===== config.mk =====
export PLATFORM = sky130hd
export DESIGN_NAME = fir_mac_seq_flat
export DESIGN_NICKNAME = d
export VERILOG_FILES = /design/src/rtl/fir_mac_seq_if.sv /design/src/rtl/fir_mac_seq.sv /design/src/flat_wrapper.sv
export SDC_FILE = /design/constraint.sdc
export NUM_CORES = 2
export LEC_CHECK = 0
export ABC_AREA = 0
export ABC_CLOCK_PERIOD_IN_PS = 6700
export CORE_MARGIN = 1.5
export CORE_UTILIZATION = 40
export DETAILED_ROUTE_END_ITERATION = 6
export DONT_BUFFER_PORTS = 1
export HOLD_SLACK_MARGIN = 0.05
export SLEW_MARGIN = 25
export SYNTH_ARGS = -nofsm -noshare
export SYNTH_HDL_FRONTEND = slang
export SYNTH_SLANG_ARGS = --single-unit

===== constraint.sdc =====
create_clock -name clk -period 6.7 [get_ports clk]
set_input_delay 1.34 -clock clk [delete_from_list [all_inputs] [get_ports clk]]
set_output_delay 1.34 -clock clk [all_outputs]
set_load 0.005 [all_outputs]

===== src/rtl/fir_mac_seq_if.sv =====
// Sample, coefficient-write and filtered-output signals of the sequential FIR engine.
interface fir_mac_seq_if #(
    parameter int unsigned DATA_BITS = 16,
    parameter int unsigned COEF_BITS = 12,
    parameter int unsigned OUT_BITS  = 32
);
    logic                        data_in_vld;
    logic signed [DATA_BITS-1:0] data_in;
    logic                        coef_wr_en;
    logic [7:0]                  coef_wr_addr;
    logic signed [COEF_BITS-1:0] coef_wr_data;
    logic                        busy;
    logic                        overrun;
    logic                        coef_wr_drop;
    logic signed [OUT_BITS-1:0]  data_out;
    logic                        data_out_vld;

    // Producer side: supplies samples and coefficients, consumes results
    modport master (
        output data_in_vld, data_in, coef_wr_en, coef_wr_addr, coef_wr_data,
        input  busy, overrun, coef_wr_drop, data_out, data_out_vld
    );

    // Filter side
    modport slave (
        input  data_in_vld, data_in, coef_wr_en, coef_wr_addr, coef_wr_data,
        output busy, overrun, coef_wr_drop, data_out, data_out_vld
    );
endinterface


===== src/rtl/fir_mac_seq.sv =====
// Time-multiplexed symmetric FIR: one pre-adder, one multiplier and one
// accumulator walk the half-coefficient bank over a circular sample buffer.
module fir_mac_seq #(
    parameter int unsigned DATA_BITS   = 16,
    parameter int unsigned COEF_BITS   = 12,
    parameter int unsigned EXTEND_BITS = 4,
    parameter int unsigned FIR_ORDER   = 16,
    parameter int unsigned OUT_BITS    = DATA_BITS + COEF_BITS + EXTEND_BITS
) (
    input  logic         clk,
    input  logic         rst_n,
    fir_mac_seq_if.slave bus
);
    localparam int unsigned H    = FIR_ORDER / 2;
    localparam int unsigned NTAP = FIR_ORDER + 1;
    localparam int unsigned PB   = DATA_BITS + 1;
    localparam int unsigned MB   = PB + COEF_BITS;
    localparam int unsigned BW   = $clog2(NTAP);
    localparam int unsigned KW   = $clog2(H + 1);

    typedef enum logic [1:0] {S_IDLE, S_MAC, S_DRAIN, S_OUT} state_t;

    state_t                      state_q, state_d;
    logic signed [DATA_BITS-1:0] buf_q  [NTAP];
    logic signed [COEF_BITS-1:0] coef_q [H+1];
    logic [BW-1:0]               wp_q, ra_q, rb_q;
    logic [KW-1:0]               k_q;
    logic                        drain_q;
    logic signed [PB-1:0]        pre_q;
    logic signed [COEF_BITS-1:0] cf_q;
    logic signed [MB-1:0]        prod_q;
    logic signed [OUT_BITS-1:0]  acc_q;

    logic                        accept_c, issue_c, finish_c, coef_ok_c;
    logic signed [PB-1:0]        opb_c, pre_sum_c;
    logic signed [OUT_BITS-1:0]  acc_sum_c;

    // Power-on contents of the half-coefficient bank
    function automatic logic signed [COEF_BITS-1:0] coef_init(input int unsigned idx);
        case (idx)
            0:       return COEF_BITS'(8);
            1:       return COEF_BITS'(-37);
            2:       return COEF_BITS'(64);
            3:       return COEF_BITS'(-57);
            4:       return COEF_BITS'(-12);
            5:       return COEF_BITS'(145);
            6:       return COEF_BITS'(-309);
            7:       return COEF_BITS'(445);
            8:       return COEF_BITS'(1550);
            default: return '0;
        endcase
    endfunction

    function automatic logic [BW-1:0] ptr_inc(input logic [BW-1:0] p);
        return (p == BW'(FIR_ORDER)) ? '0 : p + BW'(1);
    endfunction

    function automatic logic [BW-1:0] ptr_dec(input logic [BW-1:0] p);
        return (p == '0) ? BW'(FIR_ORDER) : p - BW'(1);
    endfunction

    // State register
    always_ff @(posedge clk or negedge rst_n) begin
        if (!rst_n) state_q <= S_IDLE;
        else        state_q <= state_d;
    end

    // Next-state and per-cycle control strobes
    always_comb begin
        state_d  = state_q;
        accept_c = 1'b0;
        issue_c  = 1'b0;
        finish_c = 1'b0;
        unique case (state_q)
            S_IDLE: begin
                if (bus.data_in_vld) begin
                    accept_c = 1'b1;
                    state_d  = S_MAC;
                end
            end
            S_MAC: begin
                issue_c = 1'b1;
                if (k_q == KW'(H)) state_d = S_DRAIN;
            end
            S_DRAIN: begin
                if (drain_q) begin
                    finish_c = 1'b1;
                    state_d  = S_OUT;
                end
            end
            S_OUT:   state_d = S_IDLE;
            default: state_d = S_IDLE;
        endcase
    end

    // Pre-add operands: newest-side tap plus its mirror; centre tap has no mirror
    always_comb begin
        opb_c     = (k_q == KW'(H)) ? '0 : PB'(buf_q[rb_q]);
        pre_sum_c = PB'(buf_q[ra_q]) + opb_c;
        acc_sum_c = acc_q + OUT_BITS'(prod_q);
    end

    assign coef_ok_c = bus.coef_wr_en && (state_q == S_IDLE) && (bus.coef_wr_addr <= 8'(H));

    // Sample buffer, coefficient bank, tap sequencing and MAC pipeline
    always_ff @(posedge clk or negedge rst_n) begin
        if (!rst_n) begin
            for (int unsigned i = 0; i < NTAP; i++) buf_q[i] <= '0;
            for (int unsigned i = 0; i <= H; i++)   coef_q[i] <= coef_init(i);
            wp_q    <= '0;
            ra_q    <= '0;
            rb_q    <= '0;
            k_q     <= '0;
            drain_q <= 1'b0;
            pre_q   <= '0;
            cf_q    <= '0;
            prod_q  <= '0;
            acc_q   <= '0;
        end else begin
            if (accept_c) begin
                buf_q[wp_q] <= bus.data_in;
                wp_q        <= ptr_inc(wp_q);
                ra_q        <= wp_q;
                rb_q        <= ptr_inc(wp_q);
                k_q         <= '0;
                acc_q       <= '0;
            end else begin
                acc_q <= acc_sum_c;
            end
            if (issue_c) begin
                pre_q <= pre_sum_c;
                cf_q  <= coef_q[k_q];
                k_q   <= k_q + KW'(1);
                ra_q  <= ptr_dec(ra_q);
                rb_q  <= ptr_inc(rb_q);
            end else begin
                pre_q <= '0;
                cf_q  <= '0;
            end
            prod_q  <= MB'(pre_q) * MB'(cf_q);
            drain_q <= (state_q == S_DRAIN) && !drain_q;
            if (coef_ok_c) coef_q[KW'(bus.coef_wr_addr)] <= bus.coef_wr_data;
        end
    end

    // Registered status and result outputs
    always_ff @(posedge clk or negedge rst_n) begin
        if (!rst_n) begin
            bus.busy         <= 1'b0;
            bus.overrun      <= 1'b0;
            bus.coef_wr_drop <= 1'b0;
            bus.data_out     <= '0;
            bus.data_out_vld <= 1'b0;
        end else begin
            bus.busy         <= (state_d != S_IDLE);
            bus.overrun      <= bus.data_in_vld && (state_q != S_IDLE);
            bus.coef_wr_drop <= bus.coef_wr_en && !coef_ok_c;
            bus.data_out_vld <= finish_c;
            if (finish_c) bus.data_out <= acc_sum_c;
        end
    end
endmodule

===== src/flat_wrapper.sv =====
// flat-port wrapper written by rule: the top's interface ports become plain ports
module fir_mac_seq_flat 
#(
    parameter int unsigned DATA_BITS   = 16,
    parameter int unsigned COEF_BITS   = 12,
    parameter int unsigned EXTEND_BITS = 4,
    parameter int unsigned FIR_ORDER   = 16,
    parameter int unsigned OUT_BITS    = DATA_BITS + COEF_BITS + EXTEND_BITS
)
  (clk, rst_n, bus_data_in_vld, bus_data_in, bus_coef_wr_en, bus_coef_wr_addr, bus_coef_wr_data, bus_busy, bus_overrun, bus_coef_wr_drop, bus_data_out, bus_data_out_vld);
  fir_mac_seq_if #(.DATA_BITS(DATA_BITS), .COEF_BITS(COEF_BITS), .OUT_BITS(OUT_BITS)) bus_i ();
  input  logic clk;
  input  logic rst_n;
  input wire logic [$bits(bus_i.data_in_vld)-1:0] bus_data_in_vld;
  input wire logic [$bits(bus_i.data_in)-1:0] bus_data_in;
  input wire logic [$bits(bus_i.coef_wr_en)-1:0] bus_coef_wr_en;
  input wire logic [$bits(bus_i.coef_wr_addr)-1:0] bus_coef_wr_addr;
  input wire logic [$bits(bus_i.coef_wr_data)-1:0] bus_coef_wr_data;
  output wire logic [$bits(bus_i.busy)-1:0] bus_busy;
  output wire logic [$bits(bus_i.overrun)-1:0] bus_overrun;
  output wire logic [$bits(bus_i.coef_wr_drop)-1:0] bus_coef_wr_drop;
  output wire logic [$bits(bus_i.data_out)-1:0] bus_data_out;
  output wire logic [$bits(bus_i.data_out_vld)-1:0] bus_data_out_vld;
  assign bus_i.data_in_vld = bus_data_in_vld;
  assign bus_i.data_in = bus_data_in;
  assign bus_i.coef_wr_en = bus_coef_wr_en;
  assign bus_i.coef_wr_addr = bus_coef_wr_addr;
  assign bus_i.coef_wr_data = bus_coef_wr_data;
  assign bus_busy = bus_i.busy;
  assign bus_overrun = bus_i.overrun;
  assign bus_coef_wr_drop = bus_i.coef_wr_drop;
  assign bus_data_out = bus_i.data_out;
  assign bus_data_out_vld = bus_i.data_out_vld;
  fir_mac_seq #(.DATA_BITS(DATA_BITS), .COEF_BITS(COEF_BITS), .EXTEND_BITS(EXTEND_BITS), .FIR_ORDER(FIR_ORDER), .OUT_BITS(OUT_BITS)) u_core (.clk(clk), .rst_n(rst_n), .bus(bus_i));
endmodule

==> impl_metrics.yaml <==
worst_setup_path:
  criticalPathCategory: "reg2reg"
  cpPeakStageDelay_ps: 730
  cpMaxStageDelayCell: "dfrtp_1"
  cp-start-kind: "flip-flop"
  critPathBufInv: 5
  required_ps: 7210
  worstPathMaxFanout: 17
  crit_path_end_kind: "flip-flop"
  cp_cell_sequence: "nand2_1, fa_1, inv_1, fa_1, inv_1, fa_1, inv_1, fa_1, inv_1, fa_1, inv_1, ha_1, o21a_1, o21ai_0, o31ai_1, a221oi_2, o211ai_1, nand4_1, nand2_1, a21oi_1, xnor2_1"
  cp_top_family: "adder cells"
  crit_arrival_ps: 6470
global_routing:
  grt_usage_pct: 19.64
  grt_max_degree: 529
  grt-ovfl-total: 0
  grt_pass1_vias: 22820
  grt_pass1_wl_mm: 131.0
  antenna_found_initial: 1
timing:
  rsz0062_at_grt: "no"
  clock.fmax_ghz: 0.1678
  fin_worst_skew_ps: 24.49
  final.setup.tns_ps: 0
  finalMaxSlewViolations: 0
  hold_viol: 0
  finalSetupViolations: 0
  max-slew-margin-rel_pct: 27.90
  max_slew.worst_pin.slew_ps: 1082
  finalCriticalPeriod_ps: 5959
  timing.hold.ws_ps: 410.2
  finalCritPeriodShare_pct: 88.94
synth:
  synth_nets: 3070
  synthAdderAreaFrac_pct: 15.72
  netlist_instances: 2723
  ys_top_cells_by_area: "dfrtp_1 35%, mux2_2 13%, mux4_2 12%"
  muxShareOfSynthArea_pct: 25.50
  synth-edff-count: 0
  synthSimpleGateAreaFrac_pct: 7.068
  ys_ff_latch: 528
  synth_cell_types: 71
  ys.flop_type: "dfrtp_1"
  syn_area_um2: 33510
  synth_compound_area_share_pct: 5.179
  avgSynthCellArea_um2: 12.31
  yosysTopAreaCellShare_pct: 35.47
  yosysTopAreaCell: "dfrtp_1"
  synth_top_family_by_area: "multiplexers"
  ys_seq_area_share_pct: 39.63
  ys_warn_count: 0
  async_reset_ff_share_pct: 100.0
  synth_xor_xnor_area_share_pct: 1.934
route:
  drc: 0
  finalWirelength_mm: 82.23
  dr_total_vias: 21040
  dr.pass1.iters: 6
  dr.first_iter.drc_count: 1104
  ant_nets: 0
  wire_per_inst_um: 21.74
  viasPerCell: 5.561
placement:
  globalplace.congestion: 0.8718
  numPlacedInstances: 3668
  hpwlAfterDp_mm: 53.65
  port_buffers: 0
clocking:
  clock-sinks: 528
  holdBufCountCts: 0
  clk_path_buf_depth: 3
  cts-resized-gates: 0
  root_buffer: "clkbuf_16"
  cts_tree: "yes"
  cts_setup_buffers: 0
  cts_buffers: 61
  clk-insertion-delay-late_ps: 650
  cts.reportedPaths.clkPinSlew_ps: 60
  htreeDepth: 2
die:
  rows: 105
  start_util_pct: 40.61
  die_w_um: 292.4
  die_h_um: 292.4
  io_pins: 76
  die_area_um2: 85520
  core-area_um2: 82500
pwr:
  p_sw_share_pct: 34.74
  leakage_nw: 17.33
  p_per_area_nw_per_um2: 333.8
  ir_worst_vdd_mv: 0.2531
  p_seq_share_pct: 38.4
  p_int_w: 0.008005
  power.total_w: 0.01227
  power.share.clock_pct: 27.4
  switchingPower_w: 0.004262
  combinationalPowerShare_pct: 34.1
cells_and_area:
  fill_cells: 7469
  drive_gt1_share_pct: 29.06
  stdcell_count: 3783
  nNetsFinal: 3012
  fin_util_pct: 44.54
  area_delta_synth_final_pct: 9.664
min_path:
  hold_path.class: "in2async"
run:
  cap_violations: 0
outcome:
  status: "finished, final reports clean"
[state kept, by name, indices dropped and copies added (netlist names), 12 cells and up]
register	flops
u_core.buf_q	272
u_core.pre_q	17
u_core.coef_q	108
u_core.bus.data_out	32
u_core.cf_q	12
u_core.prod_q	29
u_core.acc_q	32
[Yosys cell counts, types with 44 or more instances]
master,count
dfrtp_1,475
clkbuf_1,124
mux2_2,380
mux4_2,184
fa_1,190
inv_1,285
o21ai_0,85
dfstp_2,53
a21oi_1,75
nand2_1,227
xnor2_1,44
nor2_1,125
and2_1,59
ha_1,117
[logic make-up after synthesis]
family / Yosys count
AO/OA/AOI/OAI: 277
XOR/XNOR: 74
adder cells (fa/ha/maj): 307
buffers and inverters: 441
flip-flops: 528
multiplexers: 576
AND/OR/NAND/NOR: 520
[worst register-to-register path: stages, from the launching register on]
cell	delay [ps]
dfrtp_1	730
nand2_1	200
fa_1	560
inv_1	50
fa_1	500
inv_1	60
fa_1	530
inv_1	50
fa_1	470
inv_1	50
fa_1	470
inv_1	40
ha_1	330
o21a_1	130
o21ai_0	90
o31ai_1	630
a221oi_2	140
o211ai_1	350
nand4_1	160
nand2_1	90
a21oi_1	70
xnor2_1	130
[final timing paths]
kind,start,to,slack (ps),cells past startpoint
max,u_core.cf_q[3],u_core.prod_q[28],740,21
min,rst_n,u_core.bus.data_out[10],410,0
max reg2reg,u_core.cf_q[3],u_core.prod_q[28],740,21
min reg2reg,u_core.drain_q,u_core.drain_q,450,1
max in group asynchronous,rst_n,u_core.pre_q[5],4130,2
min in group clk,u_core.drain_q,u_core.drain_q,450,1
[routing by layer]
| metal | vias up | routed length [um] | global-route usage [%] |
|---|---|---|---|
| met1 | 11130 | 33620 | 24.75 |
| li1 | 9298 | - | - |
| met4 | 0 | 2446 | 6.205 |
| met2 | 459 | 42520 | 34.64 |
| met5 | - | 0 | 0 |
| met3 | 151 | 3643 | 2.997 |
[power by group through the flow]
stage               sequential (W)  clock (W)  combinational (W)
detailed placement         0.00487          0            0.00398
global placement           0.00480          0            0.00392
global route               0.00482    0.00360            0.00452
floorplan                  0.00420          0            0.00342
finish                     0.00472    0.00337            0.00419
CTS                        0.00482    0.00345            0.00400
[cell type report]
type,count,area (um^2),share of cell area (%)
well taps,1070,1339,3.643
clock inverters,25,325.3,0.8853
flip-flops and latches,528,13290,36.18
inverters,285,1070,2.911
multi-input cells,1754,18660,50.77
diodes,1,2.502,0.006810
repair buffers,35,342.8,0.9330
clock buffers,85,1717,4.672
[metrics by stage]
| stage | worst slack (ps) | instance area, um^2 |
|---|---|---|
| 2_1_floorplan | 1255 | 33510 |
| 3_3_place_gp | 803.8 | 34590 |
| 3_5_place_dp | 769.1 | 34590 |
| 4_1_cts | 758.1 | 36630 |
| 5_1_grt | 290.4 | 36740 |
| 6_report | 740.9 | 36750 |
[cells in the final DEF (no fill, tap or decap), drive strengths merged, types with 30 or more instances in the layout]
cell type,Yosys,layout
a21o,32,32
buf,32,35
nor2,125,125
inv,285,288
a21oi,76,76
ha,117,117
xnor2,44,44
nand3,30,30
and2,59,59
mux4,184,184
fa,190,190
clkbuf,124,85
xor2,30,30
o21ai,87,87
nand2,227,227
dfrtp,475,475
mux2,380,380
dfstp,53,53
Note: power is estimated with default switching activity, not from simulation.
